==> src/rtl/bounce_gen.sv <==
// Mechanical-switch emulator: on start, drives LFSR-timed bounce segments on sw_o,
// then holds the target level for a settle period. Optional macro: BOUNCE_GEN_SEED_LOAD_EN.
module bounce_gen #(
  parameter int unsigned N_BOUNCES     = 8,
  parameter int unsigned MIN_DELAY     = 1,
  parameter int unsigned MAX_DELAY     = 16,
  parameter int unsigned SETTLE_CYCLES = 30,
  parameter logic [15:0] LFSR_SEED     = 16'hACE1
) (
  input  logic        clk,
  input  logic        rst,
  input  logic        start_i,
  input  logic        level_i,
`ifdef BOUNCE_GEN_SEED_LOAD_EN
  input  logic [15:0] seed_i,
  input  logic        seed_load_i,
`endif
  output logic        sw_o,
  output logic        busy_o,
  output logic        done_o
);

  localparam int unsigned SEG_W    = $clog2(MAX_DELAY + 1);
  localparam int unsigned BNC_W    = (N_BOUNCES > 0) ? $clog2(2 * N_BOUNCES + 1) : 1;
  localparam int unsigned SET_W    = $clog2(SETTLE_CYCLES + 1);
  localparam int unsigned BNC_INIT = (N_BOUNCES > 0) ? 2 * N_BOUNCES - 1 : 0;
  localparam logic [15:0] SEED_FIX = (LFSR_SEED == 16'h0) ? 16'hACE1 : LFSR_SEED;
  localparam logic [15:0] SPAN     = 16'(MAX_DELAY - MIN_DELAY);
  localparam logic [15:0] MIN_W    = 16'(MIN_DELAY);
  localparam logic [SEG_W-1:0] SEG_ONE = SEG_W'(1);
  localparam logic [BNC_W-1:0] BNC_ONE = BNC_W'(1);
  localparam logic [SET_W-1:0] SET_ONE = SET_W'(1);

  typedef enum logic [1:0] {IDLE, BOUNCE, SETTLE} state_t;

  state_t           state_q, state_d;
  logic             sw_q, sw_d;
  logic             tgt_q, tgt_d;
  logic             done_q, done_d;
  logic [15:0]      lfsr_q, lfsr_d, lfsr_cur, lfsr_adv;
  logic [SEG_W-1:0] seg_q, seg_d, seg_len;
  logic [BNC_W-1:0] bnc_q, bnc_d;
  logic [SET_W-1:0] set_q, set_d;

  // A seed load in IDLE takes effect in the same cycle, so a coincident start uses it.
  always_comb begin
    lfsr_cur = lfsr_q;
`ifdef BOUNCE_GEN_SEED_LOAD_EN
    if (state_q == IDLE && seed_load_i)
      lfsr_cur = (seed_i == 16'h0) ? 16'hACE1 : seed_i;
`endif
    lfsr_adv = {1'b0, lfsr_cur[15:1]} ^ (lfsr_cur[0] ? 16'hB400 : 16'h0000);
    seg_len  = SEG_W'(MIN_W + (lfsr_cur & SPAN));
  end

  always_comb begin
    state_d = state_q;
    sw_d    = sw_q;
    tgt_d   = tgt_q;
    done_d  = 1'b0;
    lfsr_d  = lfsr_cur;
    seg_d   = seg_q;
    bnc_d   = bnc_q;
    set_d   = set_q;
    case (state_q)
      IDLE: begin
        if (start_i) begin
          tgt_d = level_i;
          sw_d  = level_i;
          if (N_BOUNCES == 0) begin
            state_d = SETTLE;
            set_d   = SET_W'(SETTLE_CYCLES);
          end else begin
            state_d = BOUNCE;
            seg_d   = seg_len;
            lfsr_d  = lfsr_adv;
            bnc_d   = BNC_W'(BNC_INIT);
          end
        end
      end
      BOUNCE: begin
        // bnc_q counts segments still to be loaded after the current one
        if (seg_q == SEG_ONE) begin
          if (bnc_q == '0) begin
            state_d = SETTLE;
            sw_d    = tgt_q;
            set_d   = SET_W'(SETTLE_CYCLES);
          end else begin
            sw_d   = ~sw_q;
            seg_d  = seg_len;
            lfsr_d = lfsr_adv;
            bnc_d  = bnc_q - BNC_ONE;
          end
        end else begin
          seg_d = seg_q - SEG_ONE;
        end
      end
      SETTLE: begin
        if (set_q == SET_ONE) begin
          state_d = IDLE;
          done_d  = 1'b1;
        end else begin
          set_d = set_q - SET_ONE;
        end
      end
      default: state_d = IDLE;
    endcase
  end

  always_ff @(posedge clk) begin
    if (rst) begin
      state_q <= IDLE;
      sw_q    <= 1'b0;
      tgt_q   <= 1'b0;
      done_q  <= 1'b0;
      lfsr_q  <= SEED_FIX;
      seg_q   <= '0;
      bnc_q   <= '0;
      set_q   <= '0;
    end else begin
      state_q <= state_d;
      sw_q    <= sw_d;
      tgt_q   <= tgt_d;
      done_q  <= done_d;
      lfsr_q  <= lfsr_d;
      seg_q   <= seg_d;
      bnc_q   <= bnc_d;
      set_q   <= set_d;
    end
  end

  assign sw_o   = sw_q;
  assign busy_o = (state_q != IDLE);
  assign done_o = done_q;

endmodule
==> config.mk <==
export PLATFORM = sky130hd
export DESIGN_NAME = bounce_gen
export DESIGN_NICKNAME = d
export VERILOG_FILES = /design/src/rtl/bounce_gen.sv
export SDC_FILE = /design/constraint.sdc
export NUM_CORES = 1
export LEC_CHECK = 0
export BUFFER_PORTS_ARGS = -buffer_cell sky130_fd_sc_hd__buf_2
export CAP_MARGIN = 20
export CORE_UTILIZATION = 40
export CTS_BUF_LIST = sky130_fd_sc_hd__clkbuf_4 sky130_fd_sc_hd__clkbuf_8
export DETAILED_ROUTE_END_ITERATION = 8
export PLACE_DENSITY = 0.68
export SYNTH_ARGS = -nofsm -noshare
export SYNTH_HDL_FRONTEND = slang
export SYNTH_SLANG_ARGS = --single-unit
==> constraint.sdc <==
create_clock -name clk -period 6.2 [get_ports clk]
set_input_delay 0.31 -clock clk [delete_from_list [all_inputs] [get_ports clk]]
set_output_delay 0.31 -clock clk [all_outputs]
set_load 0.005 [all_outputs]
==> out/qor.txt, run 1 <==
Synth top area cells - dfxtp_1, a211o_1, ha_1
Avg Synthesized Cell Area - 8.89 sq um
Initial antenna violation count - 0
Layout cells sized above 1 - 0.119
Unique masters post-synth - 43
Crit path DAT - 3.17 ns
Fin. Hold Viols - 0
Finished Cell Area - 0.00185 sq mm
Tightest Pin Transition - 1.05 ns
Crit path capture - seg_q[2]
Die H - 67.5 um
Instance count on the critical path - 6
Critical path startpoint - seg_q[1]
DR iter-0 viols - 85
Grt ovf - 0
Worst path top cell family by delay - compound AO/OA/AOI/OAI gates
Routed vias - 1396
Worst clock skew - 0.00422 ns
Simple-gate portion of the synthesized area - 0.227
Post-Synth XOR/XNOR Area - 0.0408
Status - complete, no violations
Fin Hold WS - 0.271 ns
Tot Pwr - 0.702 mW
Rows - 23
Post-cts sizing count - 0
Post-Synth Adder-Cell Area - 0.0437
Count leader, synth - dfxtp_1
Critical path type - flip-flop to flip-flop
Final count of negative-setup-slack endpoints - 0
R2R Setup Slk - 3.21 ns
Syn_nets - 203
Area after DPL - 0.00175 sq mm
Total CTS buffers - 5
Clk Latency, worst-skew pair - 0.29 ns
Fillers - 398
RSZ-0062 raised after global routing - no
Post-Synthesis Cells - 193
Reg2Reg Capture Point - seg_q[2]
F_max - 0.334 GHz
Worst setup EP type - flip-flop
Synth Warn # - 0
WP buf/inv - 1
Drt pass-1 iters - 4
Hold crit path type - input pin to flip-flop
Synthesized area - 0.00172 sq mm
Critical Path Fanout Max - 19
Worst-path cell chain - inv_1 > ha_1 > or4b_4 > a211oi_2 > nand2_1 > o221a_2
Most common library cells after synthesis - dfxtp_1, a21oi_1, nand3_1
Pwr/cell area - 379 mW/mm^2
Final period utilization - 0.483
I/O pin count - 7
Final min period - 2.99 ns
Longest Clk Path Bufs - 2
CTS tree - done
Area grow syn2layout - 7.87%
Fin nets - 202
Yosys top cell area share - 0.420
Maximum vdd drop - 0.000146 V
Synth Flop Type - dfxtp_1
Reg2reg start - seg_q[1]
Drt wl/cell - 14.1 um
Max Slew Vio Count - 0
Hold Buf Count CTS - 0
Clk sink count - 36
Max-cap viol count - 0
# DRC - 0
Util after Layout - 0.456
# port buffers - 6
Largest family of logic cells by synthesized area - simple AND/OR/NAND/NOR gates
Starting Density - 0.423
Post-CTS Setup Inserts - 0
GRT Overall Usage - 0.170
Die W - 67.5 um
Yosys top cell by area - dfxtp_1
# diodes - 0
Worst path slowest cell - a211oi_2
Die Area - 0.00456 sq mm
Post-synth EDFFs - 0
Required @ worst endpoint - 6.38 ns
Synth Area in Compound Gates - 0.209
Post-synthesis sequential area ratio - 0.420
Vias in the first global route - 1265
H-tree depth - 2
Largest net degree at the start of global routing - 39
Final estimated routing congestion in global placement - 0.839
Seq cells post-synth - 36
DRT antenna net count - 0
Core Region - 0.00406 sq mm
Clk pin slew, worst setup/hold paths - 0.07 ns
Setup TNS Final - 0 ns
Async SR Flop Fraction - 0
Reg2reg path depth - 6
CTS root buf - clkbuf_8
Routed wire length - 3430 um
Dpl hpwl - 2180 um
DR vias/cell - 5.74
Post-synthesis mux area share - 0.0124
Peak per-stage delay on the critical path - 0.90 ns
Slew HR - 0.297
Worst Setup Start Kind - flip-flop
First-pass GRT wire length - 5700 um
Leakage power - 0.715 nW
[power by group]
part / total (mW) / switching [mW] / internal [mW] / leakage, nW
Sequential: 0.316 / 0.0388 / 0.277 / 0.296
Combinational: 0.207 / 0.117 / 0.0902 / 0.367
Clock: 0.179 / 0.0800 / 0.0993 / 0.0523
[worst min-delay path by stage]
stage,start,to,slack (ns),depth (start not counted)
2_1_floorplan,lfsr_cur[6],lfsr_cur[6],0.43,1
3_3_place_gp,lfsr_cur[7],lfsr_cur[7],0.44,1
3_5_place_dp,lfsr_cur[7],lfsr_cur[7],0.44,1
4_1_cts,level_i,tgt_q,0.27,3
5_1_grt,level_i,tgt_q,0.29,3
6_report,level_i,tgt_q,0.27,3
[state kept, by name (all words and copies together) (netlist names)]
name / cells
state_q: 2
tgt_q: 1
bnc_q: 5
sw_o: 1
done_o: 1
set_q: 5
seg_q: 5
lfsr_cur: 16
[metrics by stage]
stage / instances / setup WS, ns
4_1_cts: 243 / 3.22
3_5_place_dp: 235 / 3.24
3_3_place_gp: 235 / 3.25
6_report: 243 / 3.21
5_1_grt: 243 / 2.98
2_1_floorplan: 193 / 4.14
[tightest hold or removal path: stages]
cell and delay [ns]:
buf_2 0.08, mux2i_1 0.06, nor2_1 0.07
[cells by family after synthesis]
kind of cell	after synthesis
buf+inv	21
mux	2
simple gates	68
xor+xnor	8
flops	36
fa+ha+maj	6
compound gates	52
[cells in the final DEF (no fill, tap or decap), drive strengths merged, types with 7 or more instances in the layout]
master   n
a21oi   14
clkbuf   8
nand2    7
o21ai   10
dfxtp   36
and3     7
inv      7
nor2    10
a211o    9
nand3   14
[routing by layer]
| metal | vias up | GRT usage | routed length (um) |
|---|---|---|---|
| met5 | - | 0 | 0 |
| met3 | 8 | 0.0405 | 118 |
| li1 | 708 | - | - |
| met2 | 28 | 0.278 | 1470 |
| met4 | 0 | 0.0957 | 70 |
| met1 | 652 | 0.201 | 1770 |
[area by class of cell]
type	count	area, sq um	share of cell area
clock buffer	8	97.6	0.0527
timing repair buffer	6	30.0	0.0162
tap	50	62.6	0.0338
inverter	7	26.3	0.0142
multi-input combinational	136	915	0.494
sequential	36	721	0.389
No activity file was read; power rests on OpenSTA's default activity.
==> run 2, diff against run 1 <==
PLACE_DENSITY = 0.7   (was 0.68)
clock period = 2.65 ns   (was 6.2 ns; I/O delays follow)
==> out/qor.txt, run 2 (synthesized netlist as in run 1, its figures left out) <==
Cells after DPL - 241 (+2.6%)
Fin. Hold Viols - 0 (unchanged)
Longest Clk Path Bufs - 2 (unchanged)
Core Region - 0.00406 sq mm (unchanged)
Setup TNS Final - 0 ns (unchanged)
Rows - 23 (unchanged)
Die W - 67.5 um (unchanged)
Largest register FFs - 16 (unchanged)
I/O pin count - 7 (unchanged)
Hold crit path type - input pin to flip-flop
Worst Setup Start Kind - flip-flop
Reg2reg start - seg_q[1]
Routed vias - 1410 (+1.0%)
# port buffers - 6 (unchanged)
Starting Density - 0.423 (unchanged)
Max-cap viol count - 0 (unchanged)
Required @ worst endpoint - 2.86 ns (-3.52 ns)
RSZ-0062 raised after global routing - no
Layout cells sized above 1 - 0.146 (+0.0266)
Crit path DAT - 2.50 ns (-0.67 ns)
# diodes - 0 (unchanged)
Peak per-stage delay on the critical path - 0.52 ns (-0.38 ns)
Worst clock skew - 0.0105 ns (+0.00626 ns)
Hold Buf Count CTS - 0 (unchanged)
Pwr/cell area - 877 mW/mm^2 (+130%)
CTS tree - done
Drt pass-1 iters - 4 (unchanged)
R2R Setup Slk - 0.36 ns (-2.85 ns)
Total CTS buffers - 5 (unchanged)
Final estimated routing congestion in global placement - 0.811 (-3.3%)
Area grow syn2layout - 10.5%
Util after Layout - 0.467 (+0.0111)
Post-CTS Setup Inserts - 0 (unchanged)
Dpl hpwl - 2190 um (+0.32%)
Initial antenna violation count - 0 (unchanged)
Die H - 67.5 um (unchanged)
Critical Path Fanout Max - 16 (-3)
Critical path type - flip-flop to flip-flop
Worst Hold Endpoint - tgt_q
DR vias/cell - 5.66 (-1.4%)
Worst setup EP type - flip-flop
Grt ovf - 0 (unchanged)
Worst-path cell chain - inv_1 > ha_1 > or4b_4 > a211o_1 > or4_1 > a31oi_1
# DRC - 0 (unchanged)
DRT antenna net count - 0 (unchanged)
F_max - 0.437 GHz (+31%)
Status - complete, no violations
Reg2Reg Capture Point - bnc_q[3]
Routed wire length - 3380 um (-1.3%)
Most frequent cells in the layout - dfxtp_1, nand3_1, a21oi_1
DR iter-0 viols - 99 (+16%)
H-tree depth - 2 (unchanged)
Die Area - 0.00456 sq mm (unchanged)
Slew HR - 0.548 (+0.252)
Reg2reg path depth - 6 (unchanged)
Maximum vdd drop - 0.000325 V (+120%)
Tightest Pin Transition - 0.678 ns (-0.375 ns)
Final min period - 2.29 ns (-0.702 ns)
Commonest non-fill, non-tap cell in the layout - dfxtp_1
CTS root buf - clkbuf_8
Post-cts sizing count - 0 (unchanged)
Fin nets - 208 (+3.0%)
First-pass GRT wire length - 5690 um (-0.12%)
Max Slew Vio Count - 0 (unchanged)
Vias in the first global route - 1291 (+2.1%)
Clk pin slew, worst setup/hold paths - 0.08 ns (about the same)
Non-Filler Instances - 249 (+2.5%)
WP buf/inv - 1 (unchanged)
Drt wl/cell - 13.6 um (-3.7%)
Clk Latency, worst-skew pair - 0.29 ns (about the same)
HP Start - level_i
Clk sink count - 36 (unchanged)
Worst path top cell family by delay - simple AND/OR/NAND/NOR gates
Final period utilization - 0.864 (+0.382)
Final count of negative-setup-slack endpoints - 0 (unchanged)
Worst path slowest cell - or4_1
Hold depth - 3 (unchanged)
Largest net degree at the start of global routing - 39 (unchanged)
GRT Overall Usage - 0.168 (-0.00176)
Leakage power - 0.740 nW (+3.5%)
## run 2: report_power, final
| group | internal, mW | switching [mW] | leakage [nW] |
|---|---|---|---|
| clock | 0.222 | 0.194 | 0.0479 |
| sequential | 0.648 | 0.0885 | 0.296 |
| combinational | 0.240 | 0.273 | 0.396 |
| total | 1.11 | 0.555 | 0.740 |
## run 2: worst max-delay path by stage
stage | startpoint | slack [ns] | endpoint | cells after the start
6_report | seg_q[1] | 0.36 | bnc_q[3] | 6
5_1_grt | seg_q[1] | 0.28 | bnc_q[3] | 6
4_1_cts | seg_q[1] | 0.39 | bnc_q[3] | 6
3_5_place_dp | seg_q[1] | 0.39 | bnc_q[3] | 6
3_3_place_gp | seg_q[1] | 0.43 | bnc_q[3] | 6
2_1_floorplan | seg_q[1] | 0.59 | lfsr_cur[0] | 7
## run 2: layout make-up
class / count / area (sq um)
repair buffers: 12 / 75.1
fillers: 393 / 2160
well taps: 50 / 62.6
clock buffers: 7 / 90.1
flip-flops and latches: 36 / 721
clock inverters: 1 / 7.51
multi-input cells: 136 / 915
inverters: 7 / 26.3
## run 2: layer usage
| layer | up-vias | wire [um] | part of all wire | global-route usage |
|---|---|---|---|---|
| met5 | - | 0 | 0 | 0 |
| met4 | 0 | 29 | 0.0086 | 0.0718 |
| met3 | 2 | 119 | 0.035 | 0.0507 |
| met2 | 18 | 1550 | 0.46 | 0.272 |
| met1 | 670 | 1690 | 0.50 | 0.204 |
| li1 | 720 | - | - | - |
## run 2: tightest hold or removal path: stages
cell and delay [ns]:
buf_2 0.09, mux2i_1 0.06, nor2_1 0.07
## run 2: through the flow
step | power, mW | worst slack (ns) | hold WS [ns] | area [sq um]
2_1_floorplan | 1.13 | 0.589 | 0.276 | 1720
4_1_cts | 1.67 | 0.387 | 0.0890 | 1900
6_report | 1.66 | 0.359 | 0.0908 | 1900
5_1_grt | 1.79 | 0.278 | 0.0977 | 1900
3_5_place_dp | 1.26 | 0.392 | 0.387 | 1800
3_3_place_gp | 1.25 | 0.429 | 0.372 | 1800
